==> config.mk <==
export PLATFORM = sky130hd
export DESIGN_NAME = ray_delta_seq_flat
export DESIGN_NICKNAME = d
export VERILOG_FILES = /design/src/rtl/ray_delta_seq_if.sv /design/src/rtl/ray_delta_seq.sv /design/src/flat_wrapper.sv
export SDC_FILE = /design/constraint.sdc
export NUM_CORES = 1
export LEC_CHECK = 0
export ABC_AREA = 1
export CAP_MARGIN = 20
export CORE_UTILIZATION = 50
export CTS_CLUSTER_SIZE = 20
export DETAILED_ROUTE_END_ITERATION = 12
export PLACE_DENSITY = 0.9
export SLEW_MARGIN = 20
export SYNTH_ARGS = -nofsm -noshare
export SYNTH_HDL_FRONTEND = slang
export SYNTH_SLANG_ARGS = --single-unit
==> constraint.sdc <==
create_clock -name i_clk -period 4.4 [get_ports i_clk]
set_clock_uncertainty 0.2 [all_clocks]
set_input_delay 0.66 -clock i_clk [delete_from_list [all_inputs] [get_ports i_clk]]
set_output_delay 0.66 -clock i_clk [all_outputs]
set_load 0.005 [all_outputs]
==> src/rtl/ray_delta_seq_if.sv <==
// ---------------------------------------------------------------------------
// ray_delta_seq_if
//   Request/response bus between ray_delta_seq and the reciprocal unit.
//   Signal names are written from the sequencer's side: o_* leave the
//   sequencer, i_* return to it.
//
//   o_rcp_start  one-cycle request strobe
//   o_rcp_data   operand, held from the request until the matching done
//   o_rcp_abs    asks the unit for |1/x| (tied high by the sequencer)
//   i_rcp_data   reciprocal result
//   i_rcp_sat    result saturated
//   i_rcp_done   result valid strobe
//
//   master : the sequencer
//   slave  : the reciprocal unit
// ---------------------------------------------------------------------------
interface ray_delta_seq_if #(
  parameter int W = 24
) ();

  logic         o_rcp_start;
  logic [W-1:0] o_rcp_data;
  logic         o_rcp_abs;
  logic [W-1:0] i_rcp_data;
  logic         i_rcp_sat;
  logic         i_rcp_done;

  modport master (
    output o_rcp_start, o_rcp_data, o_rcp_abs,
    input  i_rcp_data, i_rcp_sat, i_rcp_done
  );

  modport slave (
    input  o_rcp_start, o_rcp_data, o_rcp_abs,
    output i_rcp_data, i_rcp_sat, i_rcp_done
  );

endinterface

==> src/rtl/ray_delta_seq.sv <==
// ---------------------------------------------------------------------------
// ray_delta_seq
//   Computes the DDA step lengths |1/dir_x| and |1/dir_y| for a ray by
//   issuing two back-to-back requests to an external reciprocal unit.
//   Values are signed two's-complement Qm.n with W = M + N bits.
//
//   A zero direction component never reaches the reciprocal unit: its
//   result is loaded directly with the largest positive value and its
//   saturation flag is set.
//
//   Ports
//     i_clk, i_reset_n        clock, asynchronous active-low reset
//     i_start                 request strobe, only honoured in IDLE
//     i_dir_x, i_dir_y        ray direction, latched on an accepted start
//     o_busy                  high whenever the sequencer is not IDLE
//     o_done                  one-cycle pulse, results valid
//     o_delta_x, o_delta_y    |1/dir| results, held until the next start
//     o_sat_x, o_sat_y        per-result saturation flag
//     o_step_x, o_step_y      sign of the latched direction (1 = negative)
//     o_timeout               (RCP_TIMEOUT_EN only) sticky watchdog flag
//     rcp                     reciprocal unit bus (ray_delta_seq_if.master)
//
//   Build option
//     RCP_TIMEOUT_EN  adds an 8-bit wait counter. After 255 WAIT cycles
//                     without i_rcp_done the pending result is loaded as
//                     saturated, o_timeout is set and sequencing resumes.
//                     Without it, the WAIT states wait indefinitely.
// ---------------------------------------------------------------------------
module ray_delta_seq #(
  parameter  int M = 12,
  parameter  int N = 12,
  localparam int W = M + N
) (
  input  logic         i_clk,
  input  logic         i_reset_n,
  input  logic         i_start,
  input  logic [W-1:0] i_dir_x,
  input  logic [W-1:0] i_dir_y,
  output logic         o_busy,
  output logic         o_done,
  output logic [W-1:0] o_delta_x,
  output logic [W-1:0] o_delta_y,
  output logic         o_sat_x,
  output logic         o_sat_y,
  output logic         o_step_x,
  output logic         o_step_y,
`ifdef RCP_TIMEOUT_EN
  output logic         o_timeout,
`endif
  ray_delta_seq_if.master rcp
);

  // Largest positive value: 0 followed by W-1 ones.
  localparam logic [W-1:0] SAT_VAL = {1'b0, {(W-1){1'b1}}};

  typedef enum logic [2:0] {
    IDLE,
    REQ_X,
    WAIT_X,
    REQ_Y,
    WAIT_Y,
    DONE
  } state_e;

  state_e       state_q, state_d;
  logic [W-1:0] dir_x_q, dir_y_q;

  logic accept;       // start accepted this cycle
  logic timeout_hit;  // watchdog expired this cycle (constant 0 if absent)
  logic wait_end;     // pending reciprocal resolved (done or watchdog)
  logic cap_x, cap_y; // load the X / Y result this cycle

  assign accept   = (state_q == IDLE) && i_start;
  assign wait_end = rcp.i_rcp_done || timeout_hit;
  assign cap_x    = (state_q == WAIT_X) && wait_end;
  assign cap_y    = (state_q == WAIT_Y) && wait_end;

  assign rcp.o_rcp_abs = 1'b1;

  // -------------------------------------------------------------------------
  // State register
  // -------------------------------------------------------------------------
  always_ff @(posedge i_clk or negedge i_reset_n) begin
    if (!i_reset_n) begin
      state_q <= IDLE;
    end else begin
      // NOTE: sequential state uses non-blocking assignment so every
      // register samples pre-edge values regardless of block ordering.
      state_q <= state_d;
    end
  end

  // -------------------------------------------------------------------------
  // Next state and Moore-style outputs
  // -------------------------------------------------------------------------
  always_comb begin
    // NOTE: every signal written here gets a default first, so no path
    // through the case can leave one unassigned and infer a latch.
    state_d         = state_q;
    o_busy          = (state_q != IDLE);
    o_done          = 1'b0;
    rcp.o_rcp_start = 1'b0;
    rcp.o_rcp_data  = '0;

    unique case (state_q)
      IDLE: begin
        // Zero components bypass the reciprocal unit entirely.
        if (i_start) begin
          if (i_dir_x != '0) begin
            state_d = REQ_X;
          end else if (i_dir_y != '0) begin
            state_d = REQ_Y;
          end else begin
            state_d = DONE;
          end
        end
      end

      REQ_X: begin
        rcp.o_rcp_start = 1'b1;
        rcp.o_rcp_data  = dir_x_q;
        state_d         = WAIT_X;
      end

      WAIT_X: begin
        // Operand stays on the bus until the unit answers.
        rcp.o_rcp_data = dir_x_q;
        if (wait_end) begin
          state_d = (dir_y_q != '0) ? REQ_Y : DONE;
        end
      end

      REQ_Y: begin
        rcp.o_rcp_start = 1'b1;
        rcp.o_rcp_data  = dir_y_q;
        state_d         = WAIT_Y;
      end

      WAIT_Y: begin
        rcp.o_rcp_data = dir_y_q;
        if (wait_end) begin
          state_d = DONE;
        end
      end

      DONE: begin
        // i_start is not looked at here; it is honoured on the next IDLE.
        o_done  = 1'b1;
        state_d = IDLE;
      end

      default: begin
        state_d = IDLE;
      end
    endcase
  end

  // -------------------------------------------------------------------------
  // Operand latches and result registers
  // -------------------------------------------------------------------------
  always_ff @(posedge i_clk or negedge i_reset_n) begin
    if (!i_reset_n) begin
      // NOTE: there is no memory array here, so every datapath register
      // is reset; a reset mid-operation must leave all outputs at 0.
      dir_x_q   <= '0;
      dir_y_q   <= '0;
      o_step_x  <= 1'b0;
      o_step_y  <= 1'b0;
      o_delta_x <= '0;
      o_delta_y <= '0;
      o_sat_x   <= 1'b0;
      o_sat_y   <= 1'b0;
    end else begin
      if (accept) begin
        dir_x_q   <= i_dir_x;
        dir_y_q   <= i_dir_y;
        o_step_x  <= i_dir_x[W-1];
        o_step_y  <= i_dir_y[W-1];
        // Zero components are final right away; the others are cleared
        // and filled in when their reciprocal returns.
        o_delta_x <= (i_dir_x == '0) ? SAT_VAL : '0;
        o_sat_x   <= (i_dir_x == '0);
        o_delta_y <= (i_dir_y == '0) ? SAT_VAL : '0;
        o_sat_y   <= (i_dir_y == '0);
      end

      // A real answer wins over a watchdog expiry in the same cycle.
      if (cap_x) begin
        o_delta_x <= rcp.i_rcp_done ? rcp.i_rcp_data : SAT_VAL;
        o_sat_x   <= rcp.i_rcp_done ? rcp.i_rcp_sat  : 1'b1;
      end

      if (cap_y) begin
        o_delta_y <= rcp.i_rcp_done ? rcp.i_rcp_data : SAT_VAL;
        o_sat_y   <= rcp.i_rcp_done ? rcp.i_rcp_sat  : 1'b1;
      end
    end
  end

  // -------------------------------------------------------------------------
  // Optional reciprocal watchdog
  // -------------------------------------------------------------------------
`ifdef RCP_TIMEOUT_EN
  logic [7:0] wait_cnt_q;
  logic       in_wait;

  assign in_wait = (state_q == WAIT_X) || (state_q == WAIT_Y);

  // wait_cnt_q holds the number of WAIT cycles already spent, so the
  // value 254 marks the 255th cycle without an answer.
  assign timeout_hit = in_wait && !rcp.i_rcp_done && (wait_cnt_q == 8'd254);

  always_ff @(posedge i_clk or negedge i_reset_n) begin
    if (!i_reset_n) begin
      wait_cnt_q <= '0;
    end else if (!in_wait) begin
      wait_cnt_q <= '0;
    end else if (!rcp.i_rcp_done) begin
      wait_cnt_q <= wait_cnt_q + 8'd1;
    end
  end

  always_ff @(posedge i_clk or negedge i_reset_n) begin
    if (!i_reset_n) begin
      o_timeout <= 1'b0;
    end else if (accept) begin
      o_timeout <= 1'b0;
    end else if (timeout_hit) begin
      o_timeout <= 1'b1;
    end
  end
`else
  assign timeout_hit = 1'b0;
`endif

endmodule
==> src/flat_wrapper.sv <==
// flat-port wrapper written by rule: the top's interface ports become plain ports
module ray_delta_seq_flat 
#(
  parameter  int M = 12,
  parameter  int N = 12,
  localparam int W = M + N
)
  (i_clk, i_reset_n, i_start, i_dir_x, i_dir_y, o_busy, o_done, o_delta_x, o_delta_y, o_sat_x, o_sat_y, o_step_x, o_step_y, rcp_o_rcp_start, rcp_o_rcp_data, rcp_o_rcp_abs, rcp_i_rcp_data, rcp_i_rcp_sat, rcp_i_rcp_done);
  ray_delta_seq_if rcp_i ();
  input  logic i_clk;
  input  logic i_reset_n;
  input  logic i_start;
  input  logic [W-1:0] i_dir_x;
  input  logic [W-1:0] i_dir_y;
  output logic o_busy;
  output logic o_done;
  output logic [W-1:0] o_delta_x;
  output logic [W-1:0] o_delta_y;
  output logic o_sat_x;
  output logic o_sat_y;
  output logic o_step_x;
  output logic o_step_y;
  output wire logic [$bits(rcp_i.o_rcp_start)-1:0] rcp_o_rcp_start;
  output wire logic [$bits(rcp_i.o_rcp_data)-1:0] rcp_o_rcp_data;
  output wire logic [$bits(rcp_i.o_rcp_abs)-1:0] rcp_o_rcp_abs;
  input wire logic [$bits(rcp_i.i_rcp_data)-1:0] rcp_i_rcp_data;
  input wire logic [$bits(rcp_i.i_rcp_sat)-1:0] rcp_i_rcp_sat;
  input wire logic [$bits(rcp_i.i_rcp_done)-1:0] rcp_i_rcp_done;
  assign rcp_o_rcp_start = rcp_i.o_rcp_start;
  assign rcp_o_rcp_data = rcp_i.o_rcp_data;
  assign rcp_o_rcp_abs = rcp_i.o_rcp_abs;
  assign rcp_i.i_rcp_data = rcp_i_rcp_data;
  assign rcp_i.i_rcp_sat = rcp_i_rcp_sat;
  assign rcp_i.i_rcp_done = rcp_i_rcp_done;
  ray_delta_seq #(.M(M), .N(N)) u_core (.i_clk(i_clk), .i_reset_n(i_reset_n), .i_start(i_start), .i_dir_x(i_dir_x), .i_dir_y(i_dir_y), .o_busy(o_busy), .o_done(o_done), .o_delta_x(o_delta_x), .o_delta_y(o_delta_y), .o_sat_x(o_sat_x), .o_sat_y(o_sat_y), .o_step_x(o_step_x), .o_step_y(o_step_y), .rcp(rcp_i));
endmodule
* Word-level counts from Yosys, hierarchy flattened *
Index checks and enable logic that the tools add are counted.

storage, ports and cells
  bits in registers = 103
  bits of input ports = 77
  output and inout bits = 80
  logic and storage cells = 55

operators by class
  equal/unequal tests = 8
  multiplexer cells = 22
  reductions and logical operators = 16

operators by type and width
  kind                number
  $mux 24             5
  $reduce_bool 24->1  3
  $logic_not 24->1    2
  $pmux 24 s2         1
  $mux 23             2
  $mux 3              6
  $pmux 3 s5          1
  $mux 1              7
  $eq 3x2->1 const B  2
  $eq 3x3->1 const B  2
  $ne 2x2->1 const B  3
  $reduce_or 2->1     3
  $reduce_bool 2->1   2
  $eq 3x1->1 const B  1
  $logic_and 1x1->1   3
  $logic_not 3->1     1
  $reduce_and 3->1    1
  $reduce_bool 3->1   1

* Depth between registers and ports, before layout *
Gate-level depths: netlist of the first run.

  word-level depth = 5
  gate-level depth with buffers = 9
  depth with buffers taken out = 9

* Worst setup path before layout of the first run *
Ideal clock, no wire load.

  kind = reg-to-output
  start = register u_core.state_q[0]
  end = output rcp_o_rcp_data[0]
  arrival time = 1.191 ns
  required time = 3.540 ns
  setup slack = 2.349 ns
  stages on the path, launching flop included = 7
  buffers on the path = 1
  path through = dfrtp_1 -> inv_1 -> nor2_1 -> nand2_1 -> nand2_1 -> buf_2 -> a22o_1

on the way
  longest elaborated chain between the ends = 3
  elaborated cells between the ends (all ways) = 7
  classes of those cells = eq/ne (4); mux (1); reduce/logical (2)

RTL lines
  item                                      line                  text
  start, declared                           ray_delta_seq.sv:65   state_e state_q, state_d;
  start signal, assigned                    ray_delta_seq.sv:89   state_q <= state_d;
  $eq 3x2->1, or another cell as far along  ray_delta_seq.sv:105  unique case (state_q)
  $reduce_or 2->1 (no line)                 n/a
  $pmux 24 s2 (*)                           ray_delta_seq.sv:105
  end, declared                             flat_wrapper.sv:24    output wire logic [$bits(rcp_i.o_rcp_data)-1:0] rcp_o_rcp_data;

Mark *: on every way between the ends. The rest lies on a longest branch, timed or not.

* Final worst setup path of the first run *
  start = register u_core.state_q[0]
  end = output rcp_o_rcp_data[13]

Same word-level chain as after synthesis.

==> results of run 1 <==
[placed cells by master (no fill, tap or decap)]
cell type / count
dfrtp_1: 101
clkinv_2: 2
nor2_1: 44
nor3_2: 1
clkbuf_1: 1
clkbuf_8: 10
nand3_2: 2
conb_1: 1
inv_2: 1
nand2_4: 1
nor3_1: 4
a21oi_1: 1
a22o_1: 24
buf_4: 4
inv_1: 43
nand3_1: 58
clkinv_4: 1
o211ai_2: 20
nand3b_4: 1
o211ai_1: 28
clkdlybuf4s50_1: 154
or2_2: 1
o21ai_0: 15
nand2_2: 1
o21bai_1: 1
inv_6: 1
nand2_1: 149
clkinvlp_4: 1
[final cells by class]
type | instances | area (µm²) | share of cell area, %
Inverter | 44 | 165 | 2.56
Tap cell | 111 | 139 | 2.15
Clock inverter | 5 | 35.0 | 0.543
Clock buffer | 11 | 141 | 2.19
Multi-Input combinational cell | 352 | 1870 | 29.0
Sequential cell | 101 | 2530 | 39.2
Timing Repair Buffer | 158 | 1570 | 24.4
[how the worst max path moves through the flow]
stage               slack, ns            endpoint  depth (start not counted)
global route             0.75  rcp_o_rcp_data[13]                          6
CTS                      0.92  rcp_o_rcp_data[15]                          5
detailed placement       1.29  rcp_o_rcp_data[15]                          5
finish                   0.91  rcp_o_rcp_data[13]                          6
global placement         1.37  rcp_o_rcp_data[15]                          5
floorplan                2.35   rcp_o_rcp_data[0]                          6
[power breakdown]
part           total (mW)  leakage [nW]  switching [mW]  internal [mW]
Combinational        1.76          1.72           0.825          0.937
Sequential           1.56          1.31           0.267           1.29
Clock               0.546        0.0897           0.323          0.223
Total                3.87          3.12            1.42           2.45
[layer usage]
metal	GRT usage, %	vias to the layer above
met5	0	-
met4	11.8	0
met3	3.37	34
met2	48.0	135
met1	34.7	2086
li1	-	2022
[cells in the mapped netlist]
master,n
nand3b_4,1
nor2_1,44
inv_2,1
a22o_1,24
nand2_2,1
nand3_2,1
buf_2,23
clkbuf_1,8
o21ai_0,15
dfrtp_1,101
a21oi_1,1
nand2_1,150
nor3_2,1
or2_2,1
nand3_1,59
conb_1,1
buf_4,1
o211ai_2,20
nor3_1,4
o21bai_1,1
inv_1,43
o211ai_1,28
buf_6,3
[kinds of logic after synthesis]
family	synth area share (%)
and+or+nand+nor	23.1
DFF	53.4
AOI/OAI and AO/OA	16.0
buffers and inverters	7.42
other	0.0792
[sequential cells by signal, summed over array words and instances (netlist names)]
name and flops:
u_core.o_step_y 1, u_core.dir_x_q 23, u_core.o_delta_x 24, u_core.o_sat_x 1, u_core.o_step_x 1, u_core.state_q 3, u_core.dir_y_q 23, u_core.o_delta_y 24
u_core.o_sat_y 1
==> impl.org, run 1 <==
** Clocking
- Number of clock sinks seen by CTS :: 101
- Clock tree from TritonCTS :: yes
- Quantity of gates resized following cts :: 0
- Post-CTS repair timing setup buffer count :: 0
- After clock tree synthesis, the clock-pin slew on the worst setup and hold paths is 0.10 ns.
- The H-tree was split into 3 levels.
- At the later pin of the worst-skew pair, clock insertion delay measures 0.35 ns.
- Clock tree synthesis selected as its root buffer the cell clkbuf_8.
- Buffers inserted to repair hold after CTS numbered 0.
- Maximum clock insertion buffer count :: 2
- Number of CTS-inserted buffers :: 9

** Worst setup path
- The worst setup path is of the flip-flop to output port kind.
- The kind of cell with the highest combined delay along the critical path is simple AND/OR/NAND/NOR gates.
- Critical path data required time :: 3.54 ns
- Number of cells on the worst reg-to-reg path :: 6
- On the critical path, the stage with the largest delay is an instance of nand2_1.
- Crit path capture type :: output port
- The worst setup path is launched from a flip-flop.
- Number of buffer and inverter stages on the critical path :: 2
- In this run the critical register-to-register path is launched from u_core.state_q[2].
- Largest stage delay, worst path :: 0.69 ns
- Cell with the most instances on the worst path :: nand2_1
- Crit path launch :: u_core.state_q[0]
- Worst path cell trace :: inv_1 > nor2_1 > nand2_1 > nand2_1 > a22o_1 > clkdlybuf4s50_1
- Largest fanout on the critical path :: 25
- In this run the critical register-to-register path is captured at u_core.o_delta_x[3].
- Flop-to-flop setup slack :: 1.77 ns
- Data on the critical path arrives at its endpoint at 2.63 ns.

** Run
- The tool flagged a number of max-cap violations equal to 0.

** Pwr
- For this design the ratio of total power to cell area is 600 mW/mm².
- VDD sags by at most 0.473 mV.
- Leakage power of the design :: 3.12 nW
- After layout, the design draws a total of 3.87 mW.

** Drt
- Dividing the detail-routed via count by the number of cells gives 5.47.
- The routed design has 13.2 mm of wire.
- Amount of wire on met2 after detailed routing :: 6.75 mm
- Starting DRC count in detailed routing :: 302
- Top Layer Used :: met4
- Length of the first detailed-routing pass in iterations :: 4
- DRC :: 0
- The final route contains 4277 vias.
- Wire segments on met3 add up to 468 µm in the final route.
- Dividing the detail-routed wire length by the instance count gives 16.9 µm.
- Met1 routed wirelength after detailed routing :: 5.57 mm
- The count of nets left with antenna violations once routing finished came out at 0.

** STA
- Fin crit share :: 79.3%
- Across all hold checks on the routed design, the worst slack comes to 0.220 ns.
- The number of failing hold endpoints at the final stage was 0.
- The max-slew violation total from the final report was 0.
- Actual transition at the worst max-transition pin :: 1.07 ns
- Post-route setup slack :: 0.909 ns
- Clock period minus final worst setup slack :: 3.49 ns
- Setup violations remaining at the end of the flow were counted as 0.
- In this run the tightest slew margin relative to its limit is 29.0%.
- Timing would allow up to 286 MHz.
- Setup repair after global routing left no endpoint under its margin.
- Setup TNS :: 0 ns

** Finish
- Share of cells above drive strength 1 :: 7.00%
- Number of antenna cells inserted :: 0
- Excluding fillers, the count of instances in the completed layout stands at 782.
- Final Core Density :: 70.1%
- After routing the design area is 0.00645 mm².
- # nets final :: 743
- The area growth from synthesis to layout is 36.2%.
- Count of fill cells added during filler insertion :: 735

** Yosys
- Counting every net in the synthesized netlist gives 609.
- The mapped netlist covers 0.00474 mm².
- Post-Synthesis Cells :: 532
- The Yosys step of the flow raised 0 warnings.
- Largest cells by area after synthesis :: dfrtp_1 53%, nand2_1 12%, nand3_1 6.2%, o211ai_2 5.3%, o211ai_1 4.4%
- Register bit count reported by yosys :: 101
- The top cell type by area accounts for 53.4% of the synthesized area.
- Share of the yosys chip area belonging to registers :: 53.4%
- A synthesized cell averages 8.90 µm².
- Distinct cell type count after synthesis :: 23
- Synth area leader :: dfrtp_1

** Global routing
- Grt total ovfl :: 0
- Global routing usage summed across all routing layers :: 27.5%
- The via count of the first global-routing pass came to 4387.
- Wire length of the first global-routing pass :: 21.4 mm
- Pin count of the biggest net entering global routing :: 111
- The initial antenna violation count is 0.

** Place
- OpenSTA, run right after detailed placement, puts the worst setup slack at 1.29 ns.
- GP Congestion :: 0.828
- Number of placed instances, taps included :: 766
- Placed standard-cell area :: 0.00627 mm²
- Hpwl dp :: 9.30 mm
- During placement, the flow inserted port buffers numbering 155.

** Die
- The floorplan step defined a die boundary enclosing 0.00987 mm².
- Die outline height :: 99.3 µm
- Die X-Extent :: 99.3 µm
- Once the floorplan was initialized, standard cells occupied 51.5% of the core.
- Number of standard-cell rows in the floorplan :: 35
- For this design the top-level I/O count stands at 157.
- Core box area :: 0.00920 mm²

** Outcome
- Run status :: finished clean

** Worst hold path
- Path type of the worst min-delay path :: input port to asynchronous set/reset pin
Note: power is estimated with default switching activity, not from simulation.
==> run 2: changes to the inputs <==
--- a/config.mk
+++ b/config.mk
@@ -7,10 +7,10 @@
 export LEC_CHECK = 0
 export ABC_AREA = 1
 export CAP_MARGIN = 20
-export CORE_UTILIZATION = 50
+export CORE_UTILIZATION = 42
 export CTS_CLUSTER_SIZE = 20
 export DETAILED_ROUTE_END_ITERATION = 12
-export PLACE_DENSITY = 0.9
+export PLACE_DENSITY = 0.81
 export SLEW_MARGIN = 20
 export SYNTH_ARGS = -nofsm -noshare
 export SYNTH_HDL_FRONTEND = slang
==> constraint.sdc (replaced) <==
create_clock -name i_clk -period 2.8 [get_ports i_clk]
set_clock_uncertainty 0.2 [all_clocks]
set_input_delay 0.42 -clock i_clk [delete_from_list [all_inputs] [get_ports i_clk]]
set_output_delay 0.42 -clock i_clk [all_outputs]
set_load 0.005 [all_outputs]
==> impl.org, run 2 (synthesis results as in run 1) <==
** STA
- Count of pins over their slew limit :: 0 (unchanged)
- The aggregate negative setup slack came to 0 ns (unchanged).
- The final critical path takes up 97.0% of the cycle.
- The final-layout worst hold slack is 0.287 ns (was 0.220 ns).
- Achievable clock frequency :: 368 MHz
- The number of failing hold endpoints at the final stage came to 0 (unchanged).
- The relative slew slack is 62.4% (was 29.0%).
- The number of failing setup endpoints in the final timing report was 0 (unchanged).
- The worst setup slack after layout was 0.0848 ns (was 0.909 ns).
- Actual transition at the worst max-transition pin :: 0.564 ns (was 1.07 ns)
- The worst path in the final design needs a cycle of 2.72 ns, including I/O delays and setup.

** Die
- Die outline height :: 108 µm (was 99.3 µm)
- The placeable core region is 0.0109 mm² (was 0.00920 mm²).
- Die X-Extent :: 108 µm (was 99.3 µm)
- The die area was 0.0117 mm² (was 0.00987 mm²).
- The initial cell density of the core came to 43.3% (was 51.5%).
- The I/O pin count is 157 (unchanged).
- The total number of placement rows was 38 (was 35).

** Worst setup path
- The highest cell delay on the worst timing path came to 0.51 ns (was 0.69 ns).
- The endpoint kind of the worst setup timing path is an output port (unchanged).
- The arrival time at the worst endpoint is 2.10 ns (was 2.63 ns).
- The highest fanout seen on the critical path came to 13 (was 25).
- Critical path data required time :: 2.18 ns (was 3.54 ns)
- The cell at the slowest stage of the critical path was clkdlybuf4s50_1 (was nand2_1).
- The slack of the worst reg-to-reg path was 0.93 ns (was 1.77 ns).
- Number of cells on the worst reg-to-reg path :: 5 (was 6)
- The critical path start-end classification was flip-flop to output port (unchanged).
- Worst path cell trace :: buf_4 > nor2_2 > nand2_2 > nand2_4 > buf_12 > a22o_1 > clkdlybuf4s50_1 (was inv_1 > nor2_1 > nand2_1 > nand2_1 > a22o_1 > clkdlybuf4s50_1)
- The startpoint type of the worst setup path is a flip-flop (unchanged).

** Pwr
- The cell-internal power was 4.27 mW (was 2.45 mW).
- Switching share of total power :: 35.2% (was 36.6%)
- The clock share of power came to 17.8% (was 14.1%).
- The logic gate share of total power came to 45.2% (was 45.5%).
- The leakage power of the design is 3.24 nW (was 3.12 nW).
- The net switching power figure was 2.32 mW (was 1.42 mW).
- The proportion of power drawn by flip-flops and latches came to 37.1% (was 40.3%).
- The maximum vdd ir drop came to 0.521 mV (was 0.473 mV).
- Cell Pwr Density :: 974 mW/mm² (was 600 mW/mm²)
- The power consumption is 6.59 mW (was 3.87 mW).

** Place
- Hpwl dp :: 9.01 mm (was 9.30 mm)
- The final weighted congestion in routability-driven placement is 0.803 (was 0.828).
- Placed standard-cell area :: 0.00637 mm² (was 0.00627 mm²)
- Number of buffers added on ports :: 155 (unchanged)
- Post-place setup slack :: 0.276 ns (was 1.29 ns)

** Global routing
- The all-layer global routing usage came to 22.5% (was 27.5%).
- The overflow left after global routing is 0 (unchanged).
- Initial antenna violation count :: 0 (unchanged)
- The via count of the first global-routing pass came to 4232 (was 4387).
- Pin count of the biggest net entering global routing :: 102 (was 111)
- Wire length of the first global-routing pass :: 20.4 mm (was 21.4 mm)

** Finish
- The most frequent standard cell in the layout excluding fill and tap cells is clkdlybuf4s50_1 (unchanged).
- The proportion of layout cells with a drive suffix above 1 came to 9.68% (was 7.00%).
- The number of antenna diodes came to 0 (unchanged).
- Largest registers ranked by flip-flop count: u_core.o_delta_x x24, u_core.o_delta_y x24 (unchanged).
- The area of all placed cells without fillers is 0.00676 mm² (was 0.00645 mm²).
- Area delta synth->final :: 42.7% (was 36.2%)
- # nets final :: 754 (was 743)
- Most used cells in the layout excluding fill and tap cells: 154 x clkdlybuf4s50_1, 146 x nand2_1, 100 x dfrtp_1 (was 154 x clkdlybuf4s50_1, 149 x nand2_1, 101 x dfrtp_1).

** Drt
- The count of antenna-violating nets left after detailed routing is 0 (unchanged).
- The number of vias in the routed layout came to 4307 (was 4277).
- The total wire length after detailed routing came to 13.0 mm (was 13.2 mm).
- Met1 routed wirelength after detailed routing :: 5.54 mm (was 5.57 mm)
- Routed len/inst :: 15.8 µm (was 16.9 µm)
- Starting DRC count in detailed routing :: 230 (was 302)
- The residual DRC count was 0 (unchanged).
- Mean number of vias per cell :: 5.24 (was 5.47)
- The top routing layer in use is met4 (unchanged).
- The length of routed met3 wiring is 1.00 mm (was 468 µm).
- Amount of wire on met2 after detailed routing :: 6.27 mm (was 6.75 mm)
- The number of search-and-repair iterations in the first detailed-routing pass is 4 (unchanged).

** Clocking
- The CTS H-tree depth was 3 (unchanged).
- The number of clock sinks is 101 (unchanged).
- Clk slew on worst S/H paths :: 0.07 ns (was 0.10 ns)
- The total CTS buffers is 9 (unchanged).
- Skew-Pair Late Insertion Delay :: 0.34 ns (was 0.35 ns)
- The CTS tree is yes (unchanged).
- CTS Root Cell :: clkbuf_16 (was clkbuf_8)
- Maximum clock insertion buffer count :: 2 (unchanged)

** Outcome
- Run status :: finished clean (unchanged)

** Worst hold path
- Worst hold path depth :: 2
- Path type of the worst min-delay path :: flip-flop to flip-flop (was input port to asynchronous set/reset pin)

** Run
- The total of max-cap violations is 0 (unchanged).
## run 2: worst max-delay path, delay by kind of cell (launching register included)
family,cells,cell delay [ns]
AOI/OAI and AO/OA,1,0.18
buffers and inverters,3,0.81
and+or+nand+nor,3,0.36
DFF,1,0.41
## run 2: power by group through the flow
| stage | Combinational (mW) | Clock (mW) | Sequential (mW) |
|---|---|---|---|
| CTS | 2.87 | 1.20 | 2.44 |
| finish | 2.97 | 1.17 | 2.44 |
| global route | 3.26 | 1.26 | 2.51 |
| floorplan | 1.41 | 0 | 2.38 |
| detailed placement | 2.81 | 0 | 2.46 |
| global placement | 2.74 | 0 | 2.43 |
## run 2: per-stage QoR
| stage | util (%) | instances |
|---|---|---|
| 2_1_floorplan | - | 532 |
| 3_3_place_gp | 58.3 | 802 |
| 3_5_place_dp | 58.3 | 802 |
| 4_1_cts | 61.1 | 819 |
| 5_1_grt | 61.8 | 822 |
| 6_report | 61.8 | 822 |
## run 2: routing by layer
layer	track usage, %	vias up
met5	0	-
met4	5.97	0
met3	5.49	15
met2	38.3	192
met1	28.7	2049
li1	-	2051
## run 2: timing repair
action                                 CTS  global route
endpoints found under the hold margin  101             0
hold buffers                             1             0
pin swaps                                0             1
resized for setup                        5            11
gates cloned                             0             1
buffers inserted                         0             2
setup endpoints to repair               24            24
## run 2: worst paths after layout
path,end,startpoint
setup / recovery,rcp_o_rcp_data[7],u_core.state_q[0]
hold / removal,u_core.dir_x_q[16],u_core.dir_x_q[16]
setup reg to reg,u_core.o_delta_y[1],u_core.state_q[2]
hold reg to reg,u_core.dir_x_q[16],u_core.dir_x_q[16]
max in group asynchronous,u_core.o_delta_x[10],i_reset_n
min in group asynchronous,u_core.o_delta_y[16],i_reset_n
## run 2: area by class of cell
cell class	count	area, µm²
fill	926	4180
sequential	101	2530
multi-input combinational	352	1900
timing repair buffer	169	1710
clock buffer	9	225
tap	140	175
inverter	44	165
clock inverter	7	56.3
==> patch (config.mk and constraints of run 2) <==
Put one more register stage on the output `o_delta_x`, with the module's reset. The value now appears one clock later. The other outputs are not delayed to match.
--- a/src/rtl/ray_delta_seq.sv
+++ b/src/rtl/ray_delta_seq.sv
@@ -64,2 +64,4 @@
 
+  logic [W-1:0] o_delta_x_s0;
+
   state_e       state_q, state_d;
@@ -168,3 +170,3 @@
       o_step_y  <= 1'b0;
-      o_delta_x <= '0;
+      o_delta_x_s0 <= '0;
       o_delta_y <= '0;
@@ -180,3 +182,3 @@
         // and filled in when their reciprocal returns.
-        o_delta_x <= (i_dir_x == '0) ? SAT_VAL : '0;
+        o_delta_x_s0 <= (i_dir_x == '0) ? SAT_VAL : '0;
         o_sat_x   <= (i_dir_x == '0);
@@ -188,3 +190,3 @@
       if (cap_x) begin
-        o_delta_x <= rcp.i_rcp_done ? rcp.i_rcp_data : SAT_VAL;
+        o_delta_x_s0 <= rcp.i_rcp_done ? rcp.i_rcp_data : SAT_VAL;
         o_sat_x   <= rcp.i_rcp_done ? rcp.i_rcp_sat  : 1'b1;
@@ -235,2 +237,10 @@
 
+  always_ff @(posedge i_clk or negedge i_reset_n) begin
+    if (!i_reset_n) begin
+      o_delta_x <= '0;
+    end else begin
+      o_delta_x <= o_delta_x_s0;
+    end
+  end
+
 endmodule
Check against the original RTL: not equivalent (Yosys sat finds a counterexample within 4 cycles, from zero or initial values and one cycle with i_reset_n low).
==> patch against run 2 <==
  * Utilization rose by 1.3 points
  * Clock power rose by 87%
  * Synthesized cell count rose by 3.8%
  * Die area rose by 10%
  * Non-clock buffer count did not move
  * Total power rose by 28%
  * Worst setup slack got worse by 0.027 ns
  * Routed wire length rose by 13%
  * Sequential cell count rose by 24
  * Final area rose by 13%
  * Synthesized area rose by 11%
  * Hold slack got worse by 0.11 ns
  * Critical endpoint is now rcp_o_rcp_data[17]
==> patch: results (changes against run 2) <==
Met2 routed WL - 7270 um (was 6268 um)
Ys Warns - 0 (unchanged)
Outcome - finished clean (unchanged)
Drt initial violations - 325 (was 230)
Final wirelength - 14670 um (was 12970 um)
CTS buffer count - 17 (was 9)
Pleak - 3.577 nW (was 3.242 nW)
Vias/cell - 5.182 (was 5.240)
Max stage delay on crit path - 0.49 ns (was 0.51 ns)
Hpwl dp - 9798 um (was 9014 um)
Vias in the first global route - 4448 (was 4232)
# fillers - 1004 (was 926)
Delay-heaviest family, CP - buffers and inverters (unchanged)
Placed cell count - 850 (was 802)
Router iterations before antenna repair - 5 (was 4)
Largest regs - u_core.o_delta_x x24, u_core.o_delta_x_s0 x24, u_core.o_delta_y x24 (was u_core.o_delta_x x24, u_core.o_delta_y x24)
Pin count of the biggest net entering global routing - 79 (was 102)
Synth area leaders - dfrtp_1, nand2_1, o211ai_1 (was dfrtp_1, nand2_1, nand3_1)
Slowest CP cell - clkdlybuf4s50_1 (unchanged)
Rel. slew slack - 0.6565 (was 0.6238)
Clock Latency Late Sink - 0.41 ns (was 0.34 ns)
Post-Syn Nets - 629 (was 609)
Max FO, Critical Path - 12 (was 13)
Nets - 783 (was 754)
Post-synthesis sequential area ratio - 0.5967 (was 0.5335)
Met1 wire length - 6140 um (was 5544 um)
Global router's overall resource usage - 0.2337 (was 0.2255)
VDD IR-drop max - 0.5038 mV (was 0.5205 mV)
Via count of the routed design - 4596 (was 4307)
Hold Path Class - reg2reg (unchanged)
Synth top cells by count - nand2_1, dfrtp_1, nand3_1 (unchanged)
N_diodes - 0 (unchanged)
Top Metal Used - met4 (unchanged)
Share of layout cells above drive strength 1 - 0.08484 (was 0.09677)
Clock slew at reported path FFs - 0.05 ns (was 0.07 ns)
Gpl congestion - 0.8476 (was 0.8028)
Worst slack, placed - 0.3854 ns (was 0.2763 ns)
Asr flop ratio synth - 1.000 (unchanged)
Critical path arrival - 2.12 ns (was 2.10 ns)
First-pass GRT wire length - 22940 um (was 20430 um)
Mean Syn Cell Area - 9.497 sq um (was 8.904 sq um)
Met3 wire length - 681 um (was 1001 um)
Htree depth - 4 (was 3)
Clock Path Buffers - 2 (unchanged)
Yosys cell types - 24 (was 23)
[patch: cell count changes in the layout (fill, tap and decap cells not counted), sizes merged, moves of 2 or more]
cell,delta
dfrtp,+24
clkbuf,+13
nand2,-12
clkinvlp,+5
bufinv,+3
o21ai,+3
nand3,+2
nor3,-2
[patch: final timing paths]
| check | from | cells after the start | slack (ns) | end |
|---|---|---|---|---|
| min in group asynchronous | i_reset_n | 2 | 0.18 | u_core.o_delta_x_s0[10]$_DFFE_PN0P_ |
| max in group asynchronous | i_reset_n | 3 | 1.51 | u_core.o_delta_y[23]$_DFFE_PN0P_ |
| worst min-delay path | u_core.o_delta_x_s0[12]$_DFFE_PN0P_ | 0 | 0.17 | u_core.o_delta_x[12]$_DFF_PN0_ |
| worst max register to register | u_core.state_q[0]$_DFFE_PN0P_ | 6 | 0.86 | u_core.o_delta_x_s0[1]$_DFFE_PN0P_ |
| worst max-delay path | u_core.state_q[2]$_DFFE_PN0P_ | 6 | 0.06 | rcp_o_rcp_data[17] |
| worst min register to register | u_core.o_delta_x_s0[12]$_DFFE_PN0P_ | 0 | 0.17 | u_core.o_delta_x[12]$_DFF_PN0_ |
[patch: cell families after synthesis]
group / count (synthesis) / share of synthesized area
compound gates: 93 / 0.1298
buf+inv: 82 / 0.06778
flops: 125 / 0.5967
other cells: 1 / 0.0007153
simple gates: 251 / 0.2050
[patch: report_power, final]
part           internal [mW]  switching [mW]  leakage (nW)  total (mW)
Clock                   1.42           0.774         0.275        2.19
Sequential              2.55           0.488          1.63        3.03
Combinational           1.78            1.41          1.67        3.19
Total                   5.74            2.67          3.58        8.42
[patch: final cells by class]
| class | count | area (sq um) | share of cell area |
|---|---|---|---|
| multi-input combinational | 345 | 1802 | 0.2356 |
| clock buffer | 21 | 450.4 | 0.05890 |
| sequential | 125 | 3132 | 0.4095 |
| inverter | 48 | 181.4 | 0.02372 |
| timing repair buffer | 169 | 1729 | 0.2261 |
| clock inverter | 11 | 142.6 | 0.01865 |
| tap | 168 | 210.2 | 0.02749 |
[patch: per-stage QoR]
step | utilization | instance area, sq um | hold WS (ns)
floorplan | - | 5243 | -0.07559
global placement | 0.5722 | 6930 | 0.05913
detailed placement | 0.5722 | 6930 | 0.06323
CTS | 0.6230 | 7546 | 0.1724
global route | 0.6314 | 7647 | 0.1794
finish | 0.6314 | 7647 | 0.1734
[patch: what timing repair did]
item / in CTS / in global routing
setup endpoints to repair: 24 / 24
resized for setup: 4 / 11
hold buffers: 1 / 0
endpoints found under the hold margin: 87 / 0
setup buffers: 0 / 2
pin swaps: 0 / 2
gates cloned: 0 / 2
[patch: per-layer routing]
metal / track usage / vias to the layer above
met5: 0 / -
met4: 0.1281 / 0
met3: 0.04782 / 37
met2: 0.3772 / 175
met1: 0.2959 / 2235
li1: - / 2149
